File: src/rtl/mem_stage_bus_ctrl_if.sv
// Data-bus bundle between the M-stage controller (master) and memory (slave).
// The master drives a held request; the slave answers with ack and read data.
interface mem_stage_bus_ctrl_if;
  logic        bus_req;
  logic        bus_we;
  logic [31:0] bus_addr;
  logic [3:0]  bus_be;
  logic [31:0] bus_wdata;
  logic        bus_ack;
  logic [31:0] bus_rdata;

  modport master (
    output bus_req, bus_we, bus_addr, bus_be, bus_wdata,
    input  bus_ack, bus_rdata
  );

  modport slave (
    input  bus_req, bus_we, bus_addr, bus_be, bus_wdata,
    output bus_ack, bus_rdata
  );
endinterface

File: src/rtl/mem_stage_bus_ctrl.sv
// M-stage load/store controller: issues one bus access per valid MREG instruction,
// stalls the pipeline until ack or timeout, and extends load data for W.
module mem_stage_bus_ctrl #(
  parameter int TIMEOUT_CYCLES = 255
) (
  input  logic                        clk,
  input  logic                        reset,
  input  logic                        m_valid,
  input  logic [3:0]                  m_op,
  input  logic [31:0]                 m_addr,
  input  logic [31:0]                 m_wdata,
  input  logic [31:0]                 m_pc,
  mem_stage_bus_ctrl_if.master        bus,
  output logic                        stall,
  output logic                        done,
  output logic [31:0]                 ld_data,
  output logic                        bus_err,
  output logic                        exc_adel,
  output logic                        exc_ades,
  output logic [31:0]                 exc_pc
);
  localparam logic [3:0] OP_LW = 4'd1, OP_LH = 4'd2, OP_LHU = 4'd3, OP_LB = 4'd4,
                         OP_LBU = 4'd5, OP_SW = 4'd6, OP_SH = 4'd7, OP_SB = 4'd8;
  localparam logic [7:0] TO_LAST = 8'(TIMEOUT_CYCLES - 1);

  typedef enum logic [1:0] {S_IDLE, S_REQ, S_DONE} state_t;

  state_t      state_reg, state_next;
  logic [7:0]  cnt_reg;
  logic [3:0]  op_reg;
  logic [1:0]  lane_reg;

  logic        is_load, is_store, is_word, is_half, misaligned, idle, issue, timeout;
  logic [3:0]  be_next;
  logic [31:0] wdata_next, rdata_shift, ld_ext;

  always_comb begin
    is_load    = (m_op >= OP_LW) && (m_op <= OP_LBU);
    is_store   = (m_op >= OP_SW) && (m_op <= OP_SB);
    is_word    = (m_op == OP_LW) || (m_op == OP_SW);
    is_half    = (m_op == OP_LH) || (m_op == OP_LHU) || (m_op == OP_SH);
    misaligned = is_word ? (m_addr[1:0] != 2'b00) : (is_half & m_addr[0]);
    idle       = (state_reg == S_IDLE);
    issue      = idle & m_valid & (is_load | is_store) & ~misaligned;
    exc_adel   = idle & m_valid & is_load & misaligned;
    exc_ades   = idle & m_valid & is_store & misaligned;
    exc_pc     = m_pc;
    stall      = issue | (state_reg == S_REQ);
    timeout    = (cnt_reg == TO_LAST);
  end

  // Lane selection for byte enables and store replication.
  always_comb begin
    if (is_word) begin
      be_next    = 4'b1111;
      wdata_next = m_wdata;
    end else if (is_half) begin
      be_next    = m_addr[1] ? 4'b1100 : 4'b0011;
      wdata_next = {2{m_wdata[15:0]}};
    end else begin
      be_next    = 4'b0001 << m_addr[1:0];
      wdata_next = {4{m_wdata[7:0]}};
    end
    if (!is_store)
      wdata_next = 32'd0;
  end

  // Op and lane are latched at issue so extension does not depend on MREG staying frozen.
  always_comb begin
    rdata_shift = bus.bus_rdata >> {lane_reg, 3'b000};
    case (op_reg)
      OP_LH:   ld_ext = {{16{rdata_shift[15]}}, rdata_shift[15:0]};
      OP_LHU:  ld_ext = {16'd0, rdata_shift[15:0]};
      OP_LB:   ld_ext = {{24{rdata_shift[7]}}, rdata_shift[7:0]};
      OP_LBU:  ld_ext = {24'd0, rdata_shift[7:0]};
      OP_LW:   ld_ext = bus.bus_rdata;
      default: ld_ext = 32'd0;
    endcase
  end

  always_ff @(posedge clk) begin
    if (reset)
      state_reg <= S_IDLE;
    else
      state_reg <= state_next;
  end

  always_comb begin
    state_next = state_reg;
    case (state_reg)
      S_IDLE:  if (issue) state_next = S_REQ;
      S_REQ:   if (bus.bus_ack || timeout) state_next = S_DONE;
      S_DONE:  state_next = S_IDLE;
      default: state_next = S_IDLE;
    endcase
  end

  always_ff @(posedge clk) begin
    if (reset) begin
      bus.bus_req   <= 1'b0;
      bus.bus_we    <= 1'b0;
      bus.bus_addr  <= 32'd0;
      bus.bus_be    <= 4'd0;
      bus.bus_wdata <= 32'd0;
      done          <= 1'b0;
      ld_data       <= 32'd0;
      bus_err       <= 1'b0;
      cnt_reg       <= 8'd0;
      op_reg        <= 4'd0;
      lane_reg      <= 2'd0;
    end else begin
      done <= (state_reg == S_REQ) && (bus.bus_ack || timeout);
      case (state_reg)
        S_IDLE: begin
          if (issue) begin
            bus.bus_req   <= 1'b1;
            bus.bus_we    <= is_store;
            bus.bus_addr  <= {m_addr[31:2], 2'b00};
            bus.bus_be    <= be_next;
            bus.bus_wdata <= wdata_next;
            op_reg        <= m_op;
            lane_reg      <= m_addr[1:0];
            cnt_reg       <= 8'd0;
          end
        end
        S_REQ: begin
          cnt_reg <= cnt_reg + 8'd1;
          // Ack takes priority over a timeout landing in the same cycle.
          if (bus.bus_ack) begin
            bus.bus_req <= 1'b0;
            ld_data     <= ld_ext;
            bus_err     <= 1'b0;
          end else if (timeout) begin
            bus.bus_req <= 1'b0;
            ld_data     <= 32'd0;
            bus_err     <= 1'b1;
          end
        end
        default: ;
      endcase
    end
  end
endmodule

File: src/flat_wrapper.sv
// flat-port wrapper written by rule: the top's interface ports become plain ports
module mem_stage_bus_ctrl_flat 
#(
  parameter int TIMEOUT_CYCLES = 255
)
  (clk, reset, m_valid, m_op, m_addr, m_wdata, m_pc, stall, done, ld_data, bus_err, exc_adel, exc_ades, exc_pc, bus_bus_req, bus_bus_we, bus_bus_addr, bus_bus_be, bus_bus_wdata, bus_bus_ack, bus_bus_rdata);
  mem_stage_bus_ctrl_if bus_i ();
  input  logic clk;
  input  logic reset;
  input  logic m_valid;
  input  logic [3:0] m_op;
  input  logic [31:0] m_addr;
  input  logic [31:0] m_wdata;
  input  logic [31:0] m_pc;
  output logic stall;
  output logic done;
  output logic [31:0] ld_data;
  output logic bus_err;
  output logic exc_adel;
  output logic exc_ades;
  output logic [31:0] exc_pc;
  output wire logic [$bits(bus_i.bus_req)-1:0] bus_bus_req;
  output wire logic [$bits(bus_i.bus_we)-1:0] bus_bus_we;
  output wire logic [$bits(bus_i.bus_addr)-1:0] bus_bus_addr;
  output wire logic [$bits(bus_i.bus_be)-1:0] bus_bus_be;
  output wire logic [$bits(bus_i.bus_wdata)-1:0] bus_bus_wdata;
  input wire logic [$bits(bus_i.bus_ack)-1:0] bus_bus_ack;
  input wire logic [$bits(bus_i.bus_rdata)-1:0] bus_bus_rdata;
  assign bus_bus_req = bus_i.bus_req;
  assign bus_bus_we = bus_i.bus_we;
  assign bus_bus_addr = bus_i.bus_addr;
  assign bus_bus_be = bus_i.bus_be;
  assign bus_bus_wdata = bus_i.bus_wdata;
  assign bus_i.bus_ack = bus_bus_ack;
  assign bus_i.bus_rdata = bus_bus_rdata;
  mem_stage_bus_ctrl #(.TIMEOUT_CYCLES(TIMEOUT_CYCLES)) u_core (.clk(clk), .reset(reset), .m_valid(m_valid), .m_op(m_op), .m_addr(m_addr), .m_wdata(m_wdata), .m_pc(m_pc), .bus(bus_i), .stall(stall), .done(done), .ld_data(ld_data), .bus_err(bus_err), .exc_adel(exc_adel), .exc_ades(exc_ades), .exc_pc(exc_pc));
endmodule
File: config.mk
export PLATFORM = sky130hd
export DESIGN_NAME = mem_stage_bus_ctrl_flat
export DESIGN_NICKNAME = d
export VERILOG_FILES = /design/src/rtl/mem_stage_bus_ctrl_if.sv /design/src/rtl/mem_stage_bus_ctrl.sv /design/src/flat_wrapper.sv
export SDC_FILE = /design/constraint.sdc
export NUM_CORES = 1
export LEC_CHECK = 0
export BUFFER_PORTS_ARGS = -buffer_cell sky130_fd_sc_hd__buf_2
export CAP_MARGIN = 40
export CELL_PAD_IN_SITES_DETAIL_PLACEMENT = 2
export CELL_PAD_IN_SITES_GLOBAL_PLACEMENT = 2
export CORE_ASPECT_RATIO = 2
export CORE_MARGIN = 5
export CORE_UTILIZATION = 23
export CTS_BUF_LIST = sky130_fd_sc_hd__clkbuf_8
export DETAILED_ROUTE_END_ITERATION = 10
export HOLD_SLACK_MARGIN = 0.05
export PLACE_DENSITY_LB_ADDON = 0.1
export SLEW_MARGIN = 20
export SYNTH_ARGS = -nofsm -noshare
export SYNTH_HDL_FRONTEND = slang
export SYNTH_SLANG_ARGS = --single-unit
File: constraint.sdc
create_clock -name clk -period 1.8 [get_ports clk]
set_input_delay 0.36 -clock clk [delete_from_list [all_inputs] [get_ports clk]]
set_output_delay 0.36 -clock clk [all_outputs]
set_load 0.005 [all_outputs]
==> out/qor.csv, run 1 <==
stage,metric,value,unit
critical_path,Crit Path Category,reg2out,
route,detail-routed via count per cell,4.87,
layout,Final nets,956,
timing,setup violators final,19,
power_and_ir_drop,combinational power share,14.6,%
timing,max_slew headroom,55.2,%
timing,skew final,0.0114,ns
clock_network,H-tree levels,4,
timing,RSZ-0062 raised after global routing,true,
timing,Fin. Hold Viols,0,
layout,Ant. Diodes,0,
synthesis,yosys warns,0,
route,antenna-violating nets left,0,
power_and_ir_drop,Pleak,0.00332,uW
power_and_ir_drop,Switch Pwr,1700,uW
power_and_ir_drop,clock power share,42.6,%
route,drt first pass iters,4,
placed_design,routability cong.,0.769,
placed_design,total instance count after detailed placement,1075,
floorplanning,Initial Util,23.4,%
clock_network,clk slew on worst S/H paths,0.07,ns
synthesis,synth unique cells,51,
global_routing,GRT Resource Usage Total,17.3,%
route,DR iter-0 viols,153,
placed_design,Place WS,-0.230,ns
timing,max-slew violations,0,
worst_hold_path,Hold Crit Class,in2reg,
layout,Regs by FF count,"u_core.bus.bus_wdata (32), u_core.ld_data (32), u_core.bus.bus_addr (30)",
route,vias,5404,
critical_path,crit-path cells,"nor3b_4, buf_6, buf_6, nand3_4, nand2_2, buf_6",
critical_path,Reg2Reg Setup Slack,-0.07,ns
route,Post-route DRC,0,
clock_network,Sink Count,118,
run_status,failing checks,setup timing,
power_and_ir_drop,Max IR drop VDD,0.428,mV
critical_path,CP max stage delay,0.34,ns
floorplanning,Ports,275,
route,final WL,23.3,mm
power_and_ir_drop,switching power share of the total,26.5,%
floorplanning,die height,225,um
floorplanning,Die Width,118,um
global_routing,antenna violations before repair,0,
placed_design,post-detail-place hpwl,18.4,mm
timing,FMAX,523,MHz
synthesis,Yosys top cell area share,44.4,%
critical_path,worst-case reg-to-reg path depth,7,
global_routing,largest net degree at the start of global routing,57,
layout,number of fill cells in the layout,2591,
synthesis,largest cells by area after synthesis,"dfxtp_1 (44%), nand2_1 (7.7%), buf_4 (4.8%)",
power_and_ir_drop,Pwr Total,6400,uW
critical_path,worst reg2reg endpoint,u_core.ld_data[28],
critical_path,Setup crit end kind,output port,
synthesis,Syn Area/Cell,8.79,sq um
critical_path,FF-to-FF Start,u_core.op_reg[1],
clock_network,CTS max path bufs,2,
run_status,status,"complete, but fails checks",
critical_path,Worst path most repeated cell,buf_6,
power_and_ir_drop,PwrDens,859,nW/um^2
global_routing,GRT overflow,0,
critical_path,Setup crit start,u_core.state_reg[0],
synthesis,Synth Instances,605,
power_and_ir_drop,Pint,4710,uW
synthesis,Mapped Area,5320,sq um
clock_network,Hold Buf Count CTS,0,
route,wire length per cell,21.0,um
worst_hold_path,Hold Path Sink,u_core.bus.bus_wdata[31],
critical_path,crit path launch type,flip-flop,
power_and_ir_drop,Reg power frac,42.9,%
global_routing,first-pass GRT wire length,35.5,mm
layout,"Cell Count, Final, Fillers Out",1110,
synthesis,Post-synth ARST share,0,%
synthesis,"FF+latch count, synth",118,
floorplanning,Core ar.,22700,sq um
critical_path,Worst path slowest cell,dfxtp_2,
synthesis,Post-synth EDFFs,0,
critical_path,CP required,1.44,ns
synthesis,sequential area share after synthesis,44.4,%
clock_network,root buffer cell,clkbuf_8,
timing,fin crit share,106,%
clock_network,total CTS buffers,17,
layout,layout cells sized above 1,42.7,%
synthesis,"Top FF cell, synth",dfxtp_1,
worst_hold_path,Hold Path Depth,3,
job,max-cap violation count,0,
clock_network,"Clk Latency, worst-skew pair",0.47,ns
global_routing,vias in the first global route,6192,
timing,post-layout min period,1.91,ns
placed_design,port buffer count,208,
worst_hold_path,Hold Path Origin,m_wdata[31],
clock_network,CTS tree,yes,
layout,Area growth syn-to-layout,40.0,%
timing,worst slew pin tran,0.672,ns
synthesis,largest area contributor in the netlist,dfxtp_1,
floorplanning,row count,78,
timing,final setup margin,-0.113,ns
critical_path,CP arrival,1.55,ns
floorplanning,Die ar.,26500,sq um
timing,TNS Setup,-1.04,ns
critical_path,Critical Path Fanout Max,4,
==> power by group through the flow <==
stage | Clock (uW) | Combinational (uW) | Sequential [uW]
finish | 2720 | 933 | 2750
floorplan | 0 | 462 | 2800
global placement | 0 | 888 | 2800
global route | 2960 | 1020 | 2760
CTS | 2840 | 949 | 2750
detailed placement | 0 | 917 | 2800
==> how the worst max path moves through the flow <==
| stage | to | slack [ns] | cells past startpoint |
|---|---|---|---|
| 3_3_place_gp | u_core.ld_data[21] | -0.36 | 5 |
| 6_report | stall | -0.11 | 6 |
| 4_1_cts | stall | -0.29 | 7 |
| 3_5_place_dp | u_core.ld_data[26] | -0.23 | 6 |
| 2_1_floorplan | u_core.ld_data[23] | 0.005 | 6 |
| 5_1_grt | stall | -0.22 | 6 |
==> metal layers <==
metal / part of all wire [%] / vias up / wire (um) / GRT usage [%]
met3: 5.4 / 32 / 1270 / 5.83
li1: - / 2546 / - / -
met2: 58 / 183 / 13600 / 34.9
met1: 33 / 2643 / 7650 / 15.1
met5: 0 / - / 0 / 0
met4: 3.3 / 0 / 770 / 7.56
==> critical path, delay by kind of cell (launching register included) <==
| kind | cells | cell delay [ns] |
|---|---|---|
| flops | 1 | 0.34 |
| simple gates | 3 | 0.41 |
| buf+inv | 3 | 0.34 |
==> layout make-up <==
cell class                      count  area (sq um)  share of cell area [%]
Timing Repair Buffer              274          1660                    22.3
Tap cell                          280           350                    4.70
Multi-Input combinational cell    405          2630                    35.3
Clock inverter                     11           156                    2.10
Clock buffer                       20           275                    3.69
Sequential cell                   118          2370                    31.8
Inverter                            2          7.51                   0.101
==> synthesized netlist by cell type, types with 6 or more instances <==
master,count
a221o_1,16
nand2b_1,6
buf_1,6
mux2_2,17
a21oi_1,40
buf_4,34
o21ai_0,19
nor2_1,36
dfxtp_1,118
mux2i_1,9
clkbuf_1,31
a22oi_1,14
buf_2,9
a22o_1,24
a31oi_1,6
o2bb2ai_1,24
o211ai_1,9
nand2_1,109
nand3_1,19
==> cell families (layout without fill, tap and decap cells) <==
family	after synthesis	in the layout	share of synthesized area, %
AOI/OAI and AO/OA	169	169	23.4
xor gates and xnor gates	2	2	0.329
adders and majority gates	2	2	0.470
buffers and inverters	83	307	8.61
DFF	118	118	44.4
muxes	26	26	5.29
other	1	2	0.0705
and+or+nand+nor	204	204	17.4
==> cell usage in the layout, fill, tap and decap left out, types with 9 or more instances in the layout <==
cell type and count:
buf_2 206, dfxtp_1 112, nand2_1 108, buf_4 53, a21oi_1 39, nor2_1 34
a22o_1 24, o2bb2ai_1 24, clkbuf_8 20, o21ai_0 18, mux2_2 16, a221o_1 16
nand3_1 16, a22oi_1 14, o211ai_1 9
==> stage by stage <==
step | hold WS [ns] | cell area [sq um] | utilization [%]
final | 0.125 | 7450 | 32.8
after global routing | 0.0896 | 7450 | 32.8
after floorplan | 0.451 | 5360 | -
after detailed placement | 0.439 | 6860 | 30.2
after CTS | 0.0717 | 7420 | 32.6
after global placement | 0.431 | 6850 | 30.1
==> what timing repair did <==
| item | in CTS | in global routing |
|---|---|---|
| pin swaps | 5 | 6 |
| hold endpoints to repair | 0 | 0 |
| gates resized for setup | 25 | 9 |
| setup endpoints to repair | 82 | 21 |
| cloned | 1 | 0 |
| buffers inserted | 4 | 1 |
Power figures use the tool's default switching activity.
==> run 2: changes to the inputs <==
--- a/config.mk
+++ b/config.mk
@@ -15,6 +15,7 @@
 export CTS_BUF_LIST = sky130_fd_sc_hd__clkbuf_8
 export DETAILED_ROUTE_END_ITERATION = 10
 export HOLD_SLACK_MARGIN = 0.05
+export MAX_ROUTING_LAYER = met4
 export PLACE_DENSITY_LB_ADDON = 0.1
 export SLEW_MARGIN = 20
 export SYNTH_ARGS = -nofsm -noshare
==> run 2 against run 1 <==
  * The flow still finishes with violations (setup timing)
  * Setup slack improved by 0.0032 ns
  * Sequential cell count unchanged
  * Die area stayed put
  * Sequential power about the same
  * Hold slack gained 0.0027 ns
  * Utilization stayed put
  * Clock power is essentially flat
  * Sequential share of layout area unchanged
  * Largest cell class unchanged
  * Largest power group unchanged
  * Critical path depth unchanged
  * Cell area is the same
==> out/qor.csv, run 2 (synthesis results as in run 1) <==
stage,metric,value,unit,change
timing,RSZ-0062 raised after global routing,true,,unchanged
layout,Regs by FF count,"u_core.bus.bus_wdata (32), u_core.ld_data (32), u_core.bus.bus_addr (30)",,unchanged
route,Post-route DRC,0,,unchanged
route,antenna-violating nets left,0,,unchanged
power_and_ir_drop,Reg power frac,42.9,%,about the same
timing,FMAX,524,MHz,was 523 MHz
global_routing,largest net degree at the start of global routing,57,,unchanged
run_status,status,"complete, but fails checks",,unchanged
global_routing,first-pass GRT wire length,35.5,mm,about the same
timing,TNS Setup,-1.01,ns,was -1.04 ns
clock_network,root buffer cell,clkbuf_8,,unchanged
clock_network,H-tree levels,4,,unchanged
critical_path,Setup crit end kind,output port,,unchanged
power_and_ir_drop,Pwr Total,6400,uW,about the same
power_and_ir_drop,PwrDens,859,nW/um^2,about the same
power_and_ir_drop,Pint,4710,uW,about the same
floorplanning,Die Width,118,um,unchanged
placed_design,routability cong.,0.780,,was 0.769
power_and_ir_drop,combinational power share,14.6,%,about the same
critical_path,Crit Path Category,reg2out,,unchanged
global_routing,GRT overflow,0,,unchanged
route,final WL,23.2,mm,was 23.3 mm
floorplanning,Initial Util,23.4,%,unchanged
global_routing,GRT Resource Usage Total,17.9,%,was 17.3%
job,max-cap violation count,0,,unchanged
timing,max_slew headroom,55.6,%,was 55.2%
floorplanning,Die ar.,26500,sq um,unchanged
timing,max-slew violations,0,,unchanged
layout,Layout Utilization,32.8,%,unchanged
placed_design,port buffer count,208,,unchanged
timing,Fin. Hold Viols,0,,unchanged
floorplanning,Core ar.,22700,sq um,unchanged
clock_network,Hold Buf Count CTS,0,,unchanged
power_and_ir_drop,Pleak,0.00332,uW,unchanged
layout,Ant. Diodes,0,,unchanged
timing,setup violators final,19,,unchanged
floorplanning,row count,78,,unchanged
power_and_ir_drop,clock power share,42.5,%,was 42.6%
critical_path,Critical Path Fanout Max,4,,unchanged
placed_design,Place WS,-0.230,ns,unchanged
route,detail-routed via count per cell,4.87,,about the same
critical_path,CP arrival,1.55,ns,about the same
layout,layout cells sized above 1,42.7,%,unchanged
layout,"commonest non-fill, non-tap cell in the layout",buf_2,,unchanged
floorplanning,Ports,275,,unchanged
worst_hold_path,Hold Crit Class,in2reg,,unchanged
clock_network,"Clk Latency, worst-skew pair",0.46,ns,was 0.47 ns
timing,skew final,0.0105,ns,was 0.0114 ns
route,vias,5406,,was 5404
clock_network,CTS tree,yes,,unchanged
power_and_ir_drop,Switch Pwr,1690,uW,was 1700 uW
clock_network,CTS max path bufs,2,,unchanged
timing,fin crit share,106,%,about the same
layout,Final nets,956,,unchanged
floorplanning,die height,225,um,unchanged
run_status,failing checks,setup timing,,unchanged
global_routing,antenna violations before repair,0,,unchanged
timing,Hold Worst Slack,0.127,ns,was 0.125 ns
clock_network,clk slew on worst S/H paths,0.07,ns,about the same
clock_network,Sink Count,118,,unchanged
global_routing,vias in the first global route,6199,,was 6192
route,drt first pass iters,4,,unchanged
layout,number of fill cells in the layout,2591,,unchanged
critical_path,CP required,1.44,ns,about the same
route,wire length per cell,20.9,um,was 21.0 um
layout,Area growth syn-to-layout,40.0,%,unchanged
critical_path,crit path launch type,flip-flop,,unchanged
timing,worst slew pin tran,0.666,ns,was 0.672 ns
power_and_ir_drop,switching power share of the total,26.4,%,was 26.5%
timing,post-layout min period,1.91,ns,about the same
route,DR iter-0 viols,174,,was 153
power_and_ir_drop,Max IR drop VDD,0.428,mV,about the same
timing,final setup margin,-0.109,ns,was -0.113 ns
placed_design,post-detail-place hpwl,18.4,mm,unchanged
layout,most frequent cells in the layout,"buf_2 (206), dfxtp_1 (112), nand2_1 (108)",,unchanged
clock_network,total CTS buffers,17,,unchanged
==> run 2: cell counts in the layout (fill, tap and decap cells not counted) <==
Identical to the previous run, type by type.
==> run 2: cell type report <==
| class | count | area (sq um) | share of cell area [%] |
|---|---|---|---|
| Inverter | 2 | 7.51 | 0.101 |
| Clock buffer | 20 | 275 | 3.69 |
| Sequential cell | 118 | 2370 | 31.8 |
| Timing Repair Buffer | 274 | 1660 | 22.3 |
| Tap cell | 280 | 350 | 4.70 |
| Multi-Input combinational cell | 405 | 2630 | 35.3 |
| Clock inverter | 11 | 156 | 2.10 |
==> run 2: path summary, 6_finish.rpt <==
kind	from	endpoint	slack, ns	cells past startpoint
setup / recovery	u_core.state_reg[0]	stall	-0.11	6
hold / removal	m_wdata[31]	u_core.bus.bus_wdata[31]	0.13	3
setup reg to reg	u_core.op_reg[1]	u_core.ld_data[28]	-0.07	7
hold reg to reg	u_core.bus.bus_we	u_core.bus.bus_we	0.45	1
==> run 2: critical path, stage by stage (launching register included) <==
cell and delay [ns]:
dfxtp_2 0.34, nor3b_4 0.23, buf_6 0.15, buf_6 0.10, nand3_4 0.08, nand2_2 0.10
buf_6 0.09
==> run 2: what timing repair did <==
action,CTS,global route
pin swaps,5,6
setup buffers,4,1
cloned,1,0
resized for setup,25,9
endpoints found under the setup margin,82,21
==> run 2: per-layer routing <==
| layer | track usage [%] | wire length [um] | up-vias |
|---|---|---|---|
| li1 | - | - | 2543 |
| met1 | 15.3 | 7700 | 2648 |
| met2 | 35.0 | 13600 | 185 |
| met3 | 5.40 | 1140 | 30 |
| met4 | 7.67 | 773 | 0 |
| met5 | - | 0 | - |
==> run 2: power by group through the flow <==
stage | combinational, uW | sequential (uW) | clock (uW)
2_1_floorplan | 462 | 2800 | 0
3_3_place_gp | 888 | 2800 | 0
3_5_place_dp | 917 | 2800 | 0
4_1_cts | 949 | 2750 | 2840
5_1_grt | 1020 | 2760 | 2960
6_report | 932 | 2750 | 2720
==> run 2: through the flow <==
step | std cells | instance area, sq um
2_1_floorplan | 606 | 5360
3_3_place_gp | 1074 | 6850
3_5_place_dp | 1075 | 6860
4_1_cts | 1111 | 7420
5_1_grt | 1110 | 7450
6_report | 1110 | 7450
